File: config.mk
export PLATFORM = sky130hd
export DESIGN_NAME = vend_dispenser
export DESIGN_NICKNAME = d
export VERILOG_FILES = /design/src/rtl/vend_dispenser_pkg.sv /design/src/rtl/sat_cnt2.sv /design/src/rtl/vend_dispenser.sv
export SDC_FILE = /design/constraint.sdc
export NUM_CORES = 1
export LEC_CHECK = 0
export ABC_AREA = 1
export CORE_MARGIN = 2
export CORE_UTILIZATION = 55
export CTS_CLUSTER_SIZE = 40
export DETAILED_ROUTE_END_ITERATION = 8
export PLACE_DENSITY = 0.77
export SKIP_LAST_GASP = 1
export SLEW_MARGIN = 20
export SYNTH_ARGS = -nofsm -noshare
export SYNTH_HDL_FRONTEND = slang
export SYNTH_SLANG_ARGS = --single-unit
File: constraint.sdc
create_clock -name clk -period 2.1 [get_ports clk]
set_clock_uncertainty 0.15 [all_clocks]
set_input_delay 0.21 -clock clk [delete_from_list [all_inputs] [get_ports clk]]
set_output_delay 0.21 -clock clk [all_outputs]
set_load 0.005 [all_outputs]
File: src/rtl/vend_dispenser_pkg.sv
// Shared definitions for the vending back end: dispenser state encoding and
// the coin codes exchanged with the coin-accepting FSM.
package vend_dispenser_pkg;

    typedef enum logic [2:0] {
        ST_IDLE     = 3'd0,
        ST_MOTOR    = 3'd1,
        ST_COIN_ON  = 3'd2,
        ST_COIN_GAP = 3'd3,
        ST_FAULT    = 3'd4
    } state_e;

    typedef enum logic [1:0] {
        COIN_NONE = 2'd0,
        COIN_5    = 2'd1,
        COIN_10   = 2'd2,
        COIN_25   = 2'd3
    } coin_e;

    function automatic logic sat_full(input logic [1:0] cnt);
        return cnt == 2'd3;
    endfunction

endpackage

File: src/rtl/sat_cnt2.sv
// 2-bit saturating up/down counter used as a pending-work queue; ovf_o strobes
// when an increment is dropped because the counter is already full.
module sat_cnt2
    import vend_dispenser_pkg::*;
(
    input  logic       clk,
    input  logic       reset_n,
    input  logic       inc_i,
    input  logic       dec_i,
    output logic [1:0] cnt_o,
    output logic       ovf_o
);

    logic [1:0] cnt_q, cnt_d;

    always_comb begin
        // NOTE: every combinational output gets a default first so no path infers a latch.
        cnt_d = cnt_q;
        ovf_o = 1'b0;
        case ({inc_i, dec_i})
            2'b10: begin
                if (sat_full(cnt_q)) ovf_o = 1'b1;
                else                 cnt_d = cnt_q + 2'd1;
            end
            2'b01: begin
                if (cnt_q != 2'd0) cnt_d = cnt_q - 2'd1;
            end
            default: ;  // idle, or inc and dec cancel out
        endcase
    end

    // NOTE: state is updated with non-blocking assignments so every flop samples pre-edge values.
    always_ff @(posedge clk or negedge reset_n) begin
        if (!reset_n) cnt_q <= 2'd0;
        else          cnt_q <= cnt_d;
    end

    assign cnt_o = cnt_q;

endmodule

File: src/rtl/vend_dispenser.sv
// Dispenser back end: queues vend/change pulses, runs the motor handshake and
// the timed change-solenoid pulse, and tracks stock, sold-out and fault status.
module vend_dispenser
    import vend_dispenser_pkg::*;
#(
    parameter int PULSE_W    = 4,
    parameter int MOTOR_TO   = 1000,
    parameter int STOCK_INIT = 15,
    parameter int STOCK_W    = 4
) (
    input  logic               clk,
    input  logic               reset_n,
    input  logic               vend,
    input  logic               chg5,
    input  logic               restock,
    input  logic               motor_done,
    output logic               motor_req,
    output logic               coin_sol,
    output logic               busy,
    output logic               sold_out,
    output logic               missed,
    output logic               overflow,
    output logic               fault,
    output logic [STOCK_W-1:0] stock
);

    localparam int                 TIMER_W      = $clog2(MOTOR_TO + 1);
    localparam logic [STOCK_W-1:0] STOCK_RELOAD = STOCK_W'(STOCK_INIT);
    localparam logic [TIMER_W-1:0] MOTOR_LAST   = TIMER_W'(MOTOR_TO - 1);
    localparam logic [TIMER_W-1:0] PULSE_LAST   = TIMER_W'(PULSE_W - 1);

    state_e             state_q;
    logic [TIMER_W-1:0] timer_q;
    logic [STOCK_W-1:0] stock_q, stock_d;
    logic               motor_req_q, coin_sol_q, missed_q, overflow_q, fault_q, sold_out_q;
    logic [1:0]         pv, pc;
    logic               pv_ovf, pc_ovf;
    logic               pv_dec, pc_dec, stock_dec;

    // Dispatch decisions are made from current state so the queues pop on the same edge.
    assign pv_dec    = (state_q == ST_IDLE) && (pv != 2'd0);
    assign pc_dec    = (state_q == ST_IDLE) && (pv == 2'd0) && (pc != 2'd0);
    assign stock_dec = (state_q == ST_MOTOR) && motor_done && (stock_q != '0);

    sat_cnt2 u_pv (
        .clk     (clk),
        .reset_n (reset_n),
        .inc_i   (vend),
        .dec_i   (pv_dec),
        .cnt_o   (pv),
        .ovf_o   (pv_ovf)
    );

    sat_cnt2 u_pc (
        .clk     (clk),
        .reset_n (reset_n),
        .inc_i   (vend && chg5),
        .dec_i   (pc_dec),
        .cnt_o   (pc),
        .ovf_o   (pc_ovf)
    );

    always_comb begin
        stock_d = stock_q;
        if (restock)        stock_d = STOCK_RELOAD;
        else if (stock_dec) stock_d = stock_q - STOCK_W'(1);
    end

    always_ff @(posedge clk or negedge reset_n) begin
        if (!reset_n) begin
            state_q     <= ST_IDLE;
            timer_q     <= '0;
            motor_req_q <= 1'b0;
            coin_sol_q  <= 1'b0;
            missed_q    <= 1'b0;
            overflow_q  <= 1'b0;
            fault_q     <= 1'b0;
            stock_q     <= STOCK_RELOAD;
            sold_out_q  <= (STOCK_RELOAD == '0);
        end else begin
            stock_q    <= stock_d;
            sold_out_q <= (stock_d == '0);
            overflow_q <= overflow_q | pv_ovf | pc_ovf;
            missed_q   <= 1'b0;
            case (state_q)
                ST_IDLE: begin
                    if (pv != 2'd0 && stock_q != '0) begin
                        state_q     <= ST_MOTOR;
                        timer_q     <= '0;
                        motor_req_q <= 1'b1;
                    end else if (pv != 2'd0) begin
                        missed_q <= 1'b1;  // vend popped with nothing to sell, no refund
                    end else if (pc != 2'd0) begin
                        state_q    <= ST_COIN_ON;
                        timer_q    <= '0;
                        coin_sol_q <= 1'b1;
                    end
                end
                ST_MOTOR: begin
                    if (motor_done) begin
                        state_q     <= ST_IDLE;
                        motor_req_q <= 1'b0;
                    end else if (timer_q == MOTOR_LAST) begin
                        state_q     <= ST_FAULT;
                        motor_req_q <= 1'b0;
                        fault_q     <= 1'b1;
                    end else begin
                        timer_q <= timer_q + TIMER_W'(1);
                    end
                end
                ST_COIN_ON: begin
                    if (timer_q == PULSE_LAST) begin
                        state_q    <= ST_COIN_GAP;
                        timer_q    <= '0;
                        coin_sol_q <= 1'b0;
                    end else begin
                        timer_q <= timer_q + TIMER_W'(1);
                    end
                end
                ST_COIN_GAP: begin
                    if (timer_q == PULSE_LAST) state_q <= ST_IDLE;
                    else                       timer_q <= timer_q + TIMER_W'(1);
                end
                ST_FAULT: begin
                    motor_req_q <= 1'b0;
                    coin_sol_q  <= 1'b0;
                    fault_q     <= 1'b1;
                end
                default: state_q <= ST_IDLE;
            endcase
        end
    end

    assign motor_req = motor_req_q;
    assign coin_sol  = coin_sol_q;
    assign missed    = missed_q;
    assign overflow  = overflow_q;
    assign fault     = fault_q;
    assign stock     = stock_q;
    assign sold_out  = sold_out_q;
    assign busy      = (state_q != ST_IDLE) || (pv != 2'd0) || (pc != 2'd0);

endmodule

Yosys cells after proc, flatten, opt, wreduce, memory -nomap -nowiden:

Index checks and enable logic that the tools add are counted.

* word-level logic and storage cells: 121
* output and inout port bits: 11
* register bits after elaboration: 27
* input port bits: 6

* reduce and logical (&&, ||, !) cells: 29
* equal/unequal tests: 29
* add/sub/neg operators: 6
* bitwise logic cells: 3
* mux-type cells: 43

Operators with widths (count)
* $mux W10: 7
* $pmux W10 S4: 1
* $ne A2 B2 Y1 const B: 11
* $mux W3: 7
* $mux W1: 16
* $pmux W3 S5: 1
* $reduce_and A3 Y1: 4
* $reduce_and A6 Y1: 2
* $add A10 B1 Y10 const B: 1
* $eq A10 B10 Y1 const B: 1
* $eq A10 B2 Y1 const B: 1
* $reduce_bool A2 Y1: 5
* $reduce_bool A3 Y1: 3
* $eq A2 B2 Y1 const B: 4
* $mux W2: 4
* $mux W4: 2
* $pmux W2 S2: 2
* $reduce_bool A4 Y1: 2
* $logic_and A1 B1 Y1: 7
* $eq A3 B2 Y1 const B: 2
* $ne A2 B1 Y1 const B: 3
* $ne A3 B2 Y1 const B: 2
* $pmux W1 S3: 2
* $reduce_and A5 Y1: 1
* 14 further kinds: 19

Depth between registers and ports, before layout:

Gate-level depths: netlist (run 1).

* depth in word-level cells: 6
* depth in mapped cells: 10
* mapped depth without buffers: 10

Modules after synthesis:

A second synthesis (run 1) with hierarchy kept.

* cells, all modules: 285
* area total of the unflattened synthesis: 1848.0 sq um

Modules (own cells, without submodules)
* vend_dispenser: cells an instance 247, instances 1, sequential area each 580.6 sq um, area each 1595.3 sq um
* sat_cnt2: cells an instance 19, instances 2, sequential area each 50.0 sq um, area each 126.4 sq um

Worst setup path after synthesis (run 1):

Ideal clock, no wire load.

* kind: register to register
* start point: register stock_q[0] (netlist: stock[0])
* end point: register timer_q[2]
* library setup time: 0.117 ns
* stages on the path, launching flop included: 11
* path buffers: 0
* slack: 0.306 ns
* required time: 1.833 ns
* arrival: 1.527 ns
* period minus slack after synthesis: 1.794 ns
* path through: dfstp_2 -> inv_1 -> ha_1 -> nand3_1 -> inv_1 -> nand2_4 -> nand2_1 -> a21oi_2 -> nand2_2 -> nand2_1 -> nand2_1

* longest elaborated chain between the ends: 4
* elaborated cells on any way between the ends: 7
* those cells by class: 2 x eq/ne; 2 x mux; 3 x reduce/logical

Ends and longest elaborated chain
* from (decl): RTL line vend_dispenser.sv:34 `logic [STOCK_W-1:0] stock_q, stock_d;`
* from (signal assigned): RTL line vend_dispenser.sv:81 `stock_q <= stock_d;`
* $reduce_bool A4 Y1 (*): RTL line vend_dispenser.sv:87 `if (pv != 2'd0 && stock_q != '0) begin`
* $logic_and A1 B1 Y1 (*): RTL line vend_dispenser.sv:87
* $ne A3 B1 Y1 (no source line), or another cell as far along
* $reduce_and A6 Y1 (no source line) / $pmux W10 S4 (equally long branches)
* to (signal assigned): RTL line vend_dispenser.sv:108 `timer_q <= timer_q + TIMER_W'(1);`
* to (signal assigned): RTL line vend_dispenser.sv:117 `timer_q <= timer_q + TIMER_W'(1);`
* to (signal assigned): RTL line vend_dispenser.sv:122 `else timer_q <= timer_q + TIMER_W'(1);`
* to (decl): RTL line vend_dispenser.sv:33 `logic [TIMER_W-1:0] timer_q;`

Every way passes the cells marked *; elsewhere a longest branch is shown, timed or not.
A chain may end at the register's enable or synchronous reset.

Worst setup path in the final report (run 1):

* start point: register state_q[2]
* end point: output port busy

* longest elaborated chain between the ends: 3

Ends and longest elaborated chain
* from (decl): RTL line vend_dispenser.sv:32 `state_e state_q;`
* from (signal assigned): RTL line vend_dispenser.sv:71 `state_q <= ST_IDLE;`
* from (signal assigned): RTL line vend_dispenser.sv:88 `state_q <= ST_MOTOR;`
* from (signal assigned): RTL line vend_dispenser.sv:94 `state_q <= ST_COIN_ON;`
* $reduce_bool A3 Y1: RTL line vend_dispenser.sv:141 `assign busy = (state_q != ST_IDLE) || (pv != 2'd0) || (pc != 2'd0);`
* $logic_or A1 B1 Y1 (2 in a row): RTL line vend_dispenser.sv:141
* to (decl): RTL line vend_dispenser.sv:19 `output logic busy,`

Every way passes these cells.

==> run metrics, run 1 <==
outcome complete, no violations; sequential share of power 64.0%; first-pass GRT wire length 6330 um; Tot Pwr 0.850 mW; Crit. End Element output pin; CTS H-Tree Depth 1; Yosys Warn Count 0; synthesized area 1760 um2; Setup crit start kind flop; share of the yosys chip area belonging to registers 38.6%; die height 60.6 um; vias per cell 4.91; Static Leak 1.06 nW; drt first-iter violations 89; clk_lat worst skew 330 ps; ratio of cells with drive above 1 in the final layout 13.5%; Synth Flop Type dfrtp_1; Synth Instances 263; Worst-path clk slew 140 ps; area added between synthesis and finish 17.3%; CP Class flop to output pin; number of I/O port buffers 16; Critical Path Start state_q[2]$_DFFE_PN0P_; fin nets 297; Setup-failing EPs final 0; area occupied by multi-input gates 971 um2; r2r setup slk 190 ps; Post-synth top cells 92 x nand2_1, 36 x nor2_1, 33 x inv_1; pre-CTS setup slack 143 ps; Filler Cell Count 297; Seq cells post-synth 27; VDD IR max 340 uV; Synth top area share 32.6%; Post-synth EDFFs 0; CTS Buf Count 3; main area contributors after synthesis dfrtp_1 33%, nand2_1 20%, nor2_1 7.7%; ant diodes 0; RSZ-0062 raised after global routing true; top-count cell post-synth nand2_1; # IOs 17; reg2reg end timer_q[0]$_DFFE_PN0P_; Longest Clk Path Bufs 2; TritonCTS Sinks 27; min-delay worst type input port to asynchronous set/reset pin; Total Routed Length 3620 um; Max FO, Critical Path 3; Die X 60.6 um; Max Fclk 496 MHz; min Tclk post-route 2020 ps; max-cap check violation count 0; slew of the pin with the lowest slew margin 331 ps; slew margin rel. 77.9%; sw frac 24.3%; initial core utilization 57.8%; count of different cell masters after synthesis 24; Critical Path RT 1740 ps; hold violation total from the final report 0; Synth Net Count 271; ANT nets after route 0; wire length per cell 10.9 um; largest net degree at the start of global routing 28; first-pass iteration count of the detailed router 4; fin. max-slew vios 0; dominant cell type by area after synthesis dfrtp_1; combinational share of power 9.5%; worst r2r src stock[0]$_DFF_PN1_; hpwl dp 2700 um; die footprint 3680 um2; GRT Total Usage 22.6%; initial antenna violation count 0; core box area 3050 um2; NetSw 0.206 mW; final worst-path cycle share 96.0%; vias in the first global route 1476; vias 1630; power per cell area 411 nW/um2; fin worst setup slack 84.0 ps; Root Buffer Master clkbuf_4; Clk pwr share 26.5%; Internal 0.643 mW; FF+latch area 684 um2; Avg Inst Size Synth 6.71 um2; Worst R2R Path Depth 10; Placer Congestion 0.841; DRC viols 0; grt total ovfl 0; Site Rows 20; share of async-settable or async-resettable flops after synthesis 100%; CTS tree yes; critical path arrival 1660 ps
[timing repair]
item,in CTS,in global routing
endpoints found under the setup margin,1,12
hold buffers,0,0
resized for setup,4,5
setup buffers,4,0
pin swaps,1,1
[stage by stage]
step           cell area [um2]  hold slack [ps]  util, %  instances  setup TNS, ps
2_1_floorplan             1760             -236        -        263              0
3_3_place_gp              1990              316     65.1        324              0
3_5_place_dp              1990              321     65.1        324              0
4_1_cts                   2050             96.3     67.1        332              0
5_1_grt                   2070              115     67.8        332          -19.5
6_report                  2070             82.2     67.8        332              0
[routing by layer]
metal  vias up  track usage (%)  share of wire [%]
li1        870                -                  -
met3         5             3.20                3.8
met5         -                0                  0
met2        22             38.1                 45
met1       733             31.0                 50
met4         0             4.66               0.91
[sequential cells by signal (all words and copies together), names as in the netlist]
register / count
timer_q: 10
stock: 4
state_q: 3
u_pc.cnt_o: 2
u_pv.cnt_o: 2
coin_sol: 1
fault: 1
missed: 1
motor_req: 1
overflow: 1
sold_out: 1
[worst max-delay path, stage by stage (launching register included)]
cell and delay, ps:
dfrtp_2 450, nor2_4 150, nand2_2 90, nor2_4 120
nand3_1 80, clkdlybuf4s50_1 440
[placed cells by master, fill, tap and decap left out, types with 2 or more instances in the layout]
cell type,synthesis,final
nand2_1,92,92
nor2_1,36,35
inv_1,33,32
dfrtp_1,23,20
nand3_1,20,19
clkdlybuf4s50_1,0,16
a21oi_1,13,13
nor2_4,4,7
nand2_2,5,5
o21ai_0,5,5
xor2_1,5,5
buf_4,0,5
inv_2,3,4
dfstp_2,4,4
clkbuf_4,0,3
dfrtp_2,0,3
nand2_4,2,2
o31ai_1,2,2
o21ai_1,2,2
nor3_1,2,2
nor2_2,4,2
ha_1,2,2
[how the worst max path moves through the flow]
| stage | endpoint | slack (ps) | cells after the start |
|---|---|---|---|
| 3_5_place_dp | timer_q[0]$_DFFE_PN0P_ | 140 | 10 |
| 5_1_grt | busy | -20 | 5 |
| 2_1_floorplan | timer_q[2]$_DFFE_PN0P_ | 310 | 10 |
| 4_1_cts | busy | 20 | 5 |
| 3_3_place_gp | timer_q[1]$_DFFE_PN0P_ | 180 | 10 |
| 6_report | busy | 80 | 5 |
[power groups by stage]
stage	Sequential, mW	Combinational [mW]	Clock [mW]
after detailed placement	0.556	0.0574	0
after floorplan	0.553	0.0305	0
after CTS	0.540	0.0811	0.235
after global routing	0.546	0.0908	0.256
after global placement	0.556	0.0564	0
final	0.544	0.0805	0.225
[area by class of cell]
cell class,instances,area share [%]
clock buffers,4,1.27
inverters,36,6.53
multi-input cells,200,46.9
flip-flops and latches,27,33.1
well taps,44,2.66
repair buffers,21,9.55
[cells by family after synthesis]
group	after synthesis	share of synthesized area, %
xor+xnor	5	2.48
fa+ha+maj	2	1.42
flops	27	38.6
simple gates	167	41.5
compound gates	26	8.37
buf+inv	36	7.66
No activity file was read; power rests on OpenSTA's default activity.
==> run 2: changes to the inputs <==
--- a/config.mk
+++ b/config.mk
@@ -8,7 +8,7 @@
 export ABC_AREA = 1
 export CORE_MARGIN = 2
 export CORE_UTILIZATION = 55
-export CTS_CLUSTER_SIZE = 40
+export CTS_CLUSTER_SIZE = 24
 export DETAILED_ROUTE_END_ITERATION = 8
 export PLACE_DENSITY = 0.77
 export SKIP_LAST_GASP = 1
==> results of run 2 <==
No change in the layout: final DEF, timing and power equal those of run 1.
==> patch 1: new RTL, config.mk and constraints of run 2 <==
The 5 states of `state_e` get a one-hot encoding in 5 bits.
--- a/src/rtl/vend_dispenser_pkg.sv
+++ b/src/rtl/vend_dispenser_pkg.sv
@@ -3,10 +3,10 @@
 package vend_dispenser_pkg;
 
-    typedef enum logic [2:0] {
-        ST_IDLE     = 3'd0,
-        ST_MOTOR    = 3'd1,
-        ST_COIN_ON  = 3'd2,
-        ST_COIN_GAP = 3'd3,
-        ST_FAULT    = 3'd4
+    typedef enum logic [4:0] {
+        ST_IDLE     = 5'b00001,
+        ST_MOTOR    = 5'b00010,
+        ST_COIN_ON  = 5'b00100,
+        ST_COIN_GAP = 5'b01000,
+        ST_FAULT    = 5'b10000
     } state_e;
 
Behaviour: no difference found for any inputs over 10 cycles, from zero or initial values and one cycle with reset_n low; not proved beyond that.
==> patch 1 against run 2 <==
  * Via count up 19%
  * Global-route usage up 2.4 points
  * Wire length up 26%
  * Largest cell class unchanged
  * Worst hold slack better by 0.032 ns
  * Area after synthesis up 9.5%
  * Register-to-register slack worse by 0.06 ns
  * Design area up 14%
  * Setup slack better by 0.045 ns
  * Die area up 8.9%
  * Sequential cell count up 2
Power is not compared: it rests on default switching activity, and its combinational part moved more than twofold at a synthesized area within 25%.
==> patch 1: results (changes against run 2) <==
status completed; register area share after synthesis 37.9% (-0.69 points); Yosys warning count 0 (unchanged); Via density 5.19 (+5.6%); initial DRC count 106 (+19%); initial antenna violation count 0 (unchanged); pin count of the biggest net entering global routing 30 (+7.1%); vias in the first global route 1,770 (+20%); crit path max-delay cell type dfrtp_1; Area contributors post-synth dfrtp_1 31%, nand2_1 17%, nor2_1 8.9%, inv_1 8.0%, nand3_1 7.8%; # fillers 295 (-0.67%); Cells after DPL 357 (+10%); Max FO, Critical Path 4 (+1); WL final 4.57 mm (+26%); Top reg by flops timer_q; share of layout cells above drive strength 1 16.1% (+2.6 points); PortBufs 16 (unchanged); CTS Buf Count 5 (+2); Slew @ Worst Pin 0.382 ns (+0.0510 ns); Largest delay share family, worst path simple AND/OR/NAND/NOR gates; dpl cell area 2180 um2 (+9.6%); post-synth net total 300 (+11%); Worst path max stage delay 0.42 ns (-0.03 ns); first-pass GRT wire length 7.71 mm (+22%); htree depth 2 (+1); M1 WL 2.08 mm (+15%); DPL Wire Length 3.36 mm (+24%); via count 1,945 (+19%); Clock transition at path regs 0.09 ns (-0.05 ns); max FFs per register 10 (unchanged); Placement Setup Slack 0.00221 ns (-0.141 ns); maximum vdd drop roughly 0.71 mV; nets 336 (+13%); Distinct cells, synth 25 (+4.2%); Post-synth top cells 89 x nand2_1, 46 x nor2_1, 41 x inv_1; final worst slack 0.129 ns (+0.0454 ns); met2 wire len 2.12 mm (+29%); DR WL met3 296 um (+110%); Overall Global Routing Usage 24.9% (+2.4 points); Mapped Cells 292 (+11%); CP arrival 2.05 ns (+0.39 ns); gpl congestion 0.950 (+13%); Syn-to-layout area delta 22.6%
-- patch 1: path summary, 6_finish.rpt --
| kind | start | endpoint | cells after the start |
|---|---|---|---|
| worst max register to register | timer_q[1]$_DFFE_PN0P_ | timer_q[3]$_DFFE_PN0P_ | 10 |
| worst min register to register | fault$_DFFE_PN0P_ | fault$_DFFE_PN0P_ | 1 |
| max in group asynchronous | reset_n | stock[0]$_DFF_PN1_ | 2 |
| worst min-delay path | reset_n | motor_req$_DFFE_PN0P_ | 2 |
| min in group clk | fault$_DFFE_PN0P_ | fault$_DFFE_PN0P_ | 1 |
| worst max-delay path | timer_q[1]$_DFFE_PN0P_ | timer_q[3]$_DFFE_PN0P_ | 10 |
-- patch 1: layer usage --
layer,track usage [%],up-vias
li1,-,992
met1,32.8,889
met2,39.6,58
met3,6.07,6
met4,10.1,0
met5,0,-
-- patch 1: logic make-up after synthesis --
logic type	share of synthesized area, %
buf+inv	9.26
xor+xnor	0.453
compound gates	5.89
fa+ha+maj	1.30
simple gates	45.2
flops	37.9
-- patch 1: worst reg2reg max path, stage by stage (launching register included) --
cell	delay (ns)
dfrtp_1	0.42
ha_1	0.27
nand2_1	0.13
inv_1	0.13
nand2_1	0.06
nor2_1	0.12
nand2_1	0.07
nand2_1	0.16
nand3_2	0.17
nand3_1	0.13
nand2_1	0.06
-- patch 1: cell type report --
cell class | instances | area share, %
tap | 46 | 2.43
inverter | 43 | 6.81
timing repair buffer | 32 | 11.9
sequential | 29 | 31.0
clock inverter | 1 | 1.27
clock buffer | 7 | 2.32
multi-input combinational | 217 | 44.3
-- patch 1: stage by stage --
step	total power [mW]	hold WS, ns
CTS	2.37	0.104
global route	2.69	0.126
global placement	1.83	0.298
finish	2.49	0.114
floorplan	1.55	-0.236
detailed placement	1.86	0.308
-- patch 1: power groups by stage --
| stage | clock network (mW) | registers (mW) | logic (mW) |
|---|---|---|---|
| floorplan | 0 | 0.800 | 0.755 |
| global placement | 0 | 0.814 | 1.02 |
| detailed placement | 0 | 0.817 | 1.04 |
| CTS | 0.498 | 0.812 | 1.06 |
| global route | 0.514 | 0.829 | 1.35 |
| finish | 0.482 | 0.815 | 1.19 |
-- patch 1: timing repair --
action                                 4_1_cts  5_1_grt
setup endpoints to repair                   10       13
setup buffers                                1        9
gates resized for setup                      3        8
endpoints found under the hold margin        0        0
pin swaps                                    1        5
cloned                                       0        0
==> patch 2: new RTL, config.mk and constraints of run 2 <==
Without the edit above. The parameter `MOTOR_TO` goes from 1000 to 500.
--- a/src/rtl/vend_dispenser.sv
+++ b/src/rtl/vend_dispenser.sv
@@ -5,5 +5,5 @@
 #(
     parameter int PULSE_W    = 4,
-    parameter int MOTOR_TO   = 1000,
+    parameter int MOTOR_TO   = 500,
     parameter int STOCK_INIT = 15,
     parameter int STOCK_W    = 4
Behaviour: no difference found for any inputs over 10 cycles, from zero or initial values and one cycle with reset_n low; that may be too few to reach the edited logic, so the function may still have changed.
==> patch 2 against run 2 <==
  * Final cell count is 9.3% lower
  * Setup slack improved by 0.083 ns
  * Sequential cell count shrank 1
  * Fmax grew 4.3%
  * Die area down 7.2%
  * Utilization grew 2.5 points
  * Wire length grew 2.3%
  * Design area shrank 5.5%
  * Register-to-register slack lost 0.02 ns
  * Area after synthesis down 7.7%
  * Critical path type is now register to register
Power is not compared: it rests on default switching activity, and its combinational part moved more than twofold at a synthesized area within 25%.
==> patch 2: results (changes against run 2) <==
# fillers 245 (-18%); maximum vdd drop just under 1 mV; R2R depth 9 (-1); Non-Filler Instances 301 (-9.3%); R2R Path Start stock[0]$_DFF_PN1_; gpl congestion 0.811 (-3.5%); status completed; Mapped Cells 239 (-9.1%); Worst path max stage delay 0.56 ns (+0.11 ns); Yosys warning count 0 (unchanged); PortBufs 16 (unchanged); Lkg Pwr around 1.0 nW; mux contribution to synthesized area 0% (unchanged); Distinct cells, synth 25 (+4.2%); vias in the first global route 1,485 (+0.61%); Placement Setup Slack 0.126 ns (-0.0166 ns); CP arrival 2.07 ns (+0.41 ns); top_reg_cell synth dfrtp_1; Cells after DPL 291 (-10%); initial antenna violation count 0 (unchanged); WL final 3.71 mm (+2.3%); flop2flop setup slack 0.17 ns (-0.02 ns); dpl cell area 1870 um2 (-6.1%); nets 279 (-6.1%); initial DRC count 85 (-4.5%); max FFs per register 9 (-1); XOR/XNOR Fraction of Synth Area 1.61% (-0.87 points); n_diodes 0 (unchanged); Overall Global Routing Usage 23.9% (+1.3 points); pin count of the biggest net entering global routing 27 (-3.6%); root buffer cell clkbuf_4; Slew HR 73.3% (-4.6 points); post-synth net total 247 (-8.9%); Area contributors post-synth dfrtp_1 34%, nand2_1 19%, nand3_1 8.0%, inv_1 7.4%, dfstp_2 6.5%; register area share after synthesis 40.2% (+1.7 points); first-pass GRT wire length 6.25 mm (-1.3%); RR Endpoint timer_q[1]$_DFFE_PN0P_; DPL Wire Length 2.65 mm (-2.0%); Post-Synth Adder-Cell Area 1.54% (+0.12 points); Top reg by flops timer_q; Via density 5.41 (+10%); crit path max-delay cell type dfstp_2; CTS Buf Count 3 (unchanged); share of layout cells above drive strength 1 12.2% (-1.3 points); Async SR Flop Fraction 100% (unchanged); deepest clock path buffer count 2 (unchanged); Largest delay share family, worst path simple AND/OR/NAND/NOR gates; Synth Area in Compound Gates 8.53% (+0.16 points); Detailed Routing Iterations Pass 1 4 (unchanged); Clock Latency Late Sink 0.33 ns (about the same); Max FO, Critical Path 11 (+8); HP Class input port to async pin; Post-synth top cells 82 x nand2_1, 32 x inv_1, 26 x nand3_1, 26 x nor2_1, 22 x dfrtp_1
patch 2: cell count changes after synthesis, moves of 3 or more:
cell / delta
nand2_2: -3
nand2_1: -10
a21oi_1: -10
o21ai_0: +11
nand3_1: +6
nor2_1: -10
patch 2: timing repair:
item / CTS / global route
hold endpoints to repair: 0 / 0
gates resized for setup: 4 / 2
setup buffers: 4 / 1
hold buffers: 0 / 0
gates cloned: 0 / 1
pin swaps: 2 / 2
endpoints found under the setup margin: 1 / 10
patch 2: area by class of cell:
type,count,area (um2),area share [%]
clock buffers,4,26.3,1.34
inverters,34,128,6.53
well taps,31,38.8,1.98
repair buffers,26,238,12.2
multi-input cells,180,870,44.5
flip-flops and latches,26,656,33.5
patch 2: per-stage QoR:
step                total power [mW]  hold slack [ns]  utilization, %
floorplan                       1.40           -0.236               -
global placement                1.73            0.302            67.1
detailed placement              1.73            0.308            67.1
CTS                             2.04           0.0806            69.5
global route                    2.25            0.114            70.3
finish                          2.07           0.0682            70.3
patch 2: per-layer routing:
metal  vias up  wire [um]  GRT usage, %  part of all wire (%)
li1        827          -             -                     -
met1       760       1710          30.0                    46
met2        33       1810          41.7                    49
met3         9        104          2.20                   2.8
met4         0         76          10.3                   2.0
met5         -          0             0                     0
patch 2: how the worst max path moves through the flow:
stage	start	end	slack, ns	cells past startpoint
finish	stock[0]$_DFF_PN1_	timer_q[1]$_DFFE_PN0P_	0.17	9
global route	stock[0]$_DFF_PN1_	timer_q[4]$_DFFE_PN0P_	0.04	9
CTS	state_q[1]$_DFFE_PN0P_	busy	0.01	7
detailed placement	stock[0]$_DFF_PN1_	timer_q[5]$_DFFE_PN0P_	0.13	9
global placement	stock[0]$_DFF_PN1_	timer_q[8]$_DFFE_PN0P_	0.21	9
floorplan	stock[0]$_DFF_PN1_	timer_q[0]$_DFFE_PN0P_	0.34	9
patch 2: power by group:
group          switching (mW)  leakage, nW  internal [mW]
logic                   0.691        0.685          0.436
clock network           0.152       0.0150         0.0747
registers               0.105        0.313          0.615
patch 2: logic make-up after synthesis:
kind of cell,Yosys count
buf+inv,34
flops,26
compound gates,25
xor+xnor,3
simple gates,149
fa+ha+maj,2
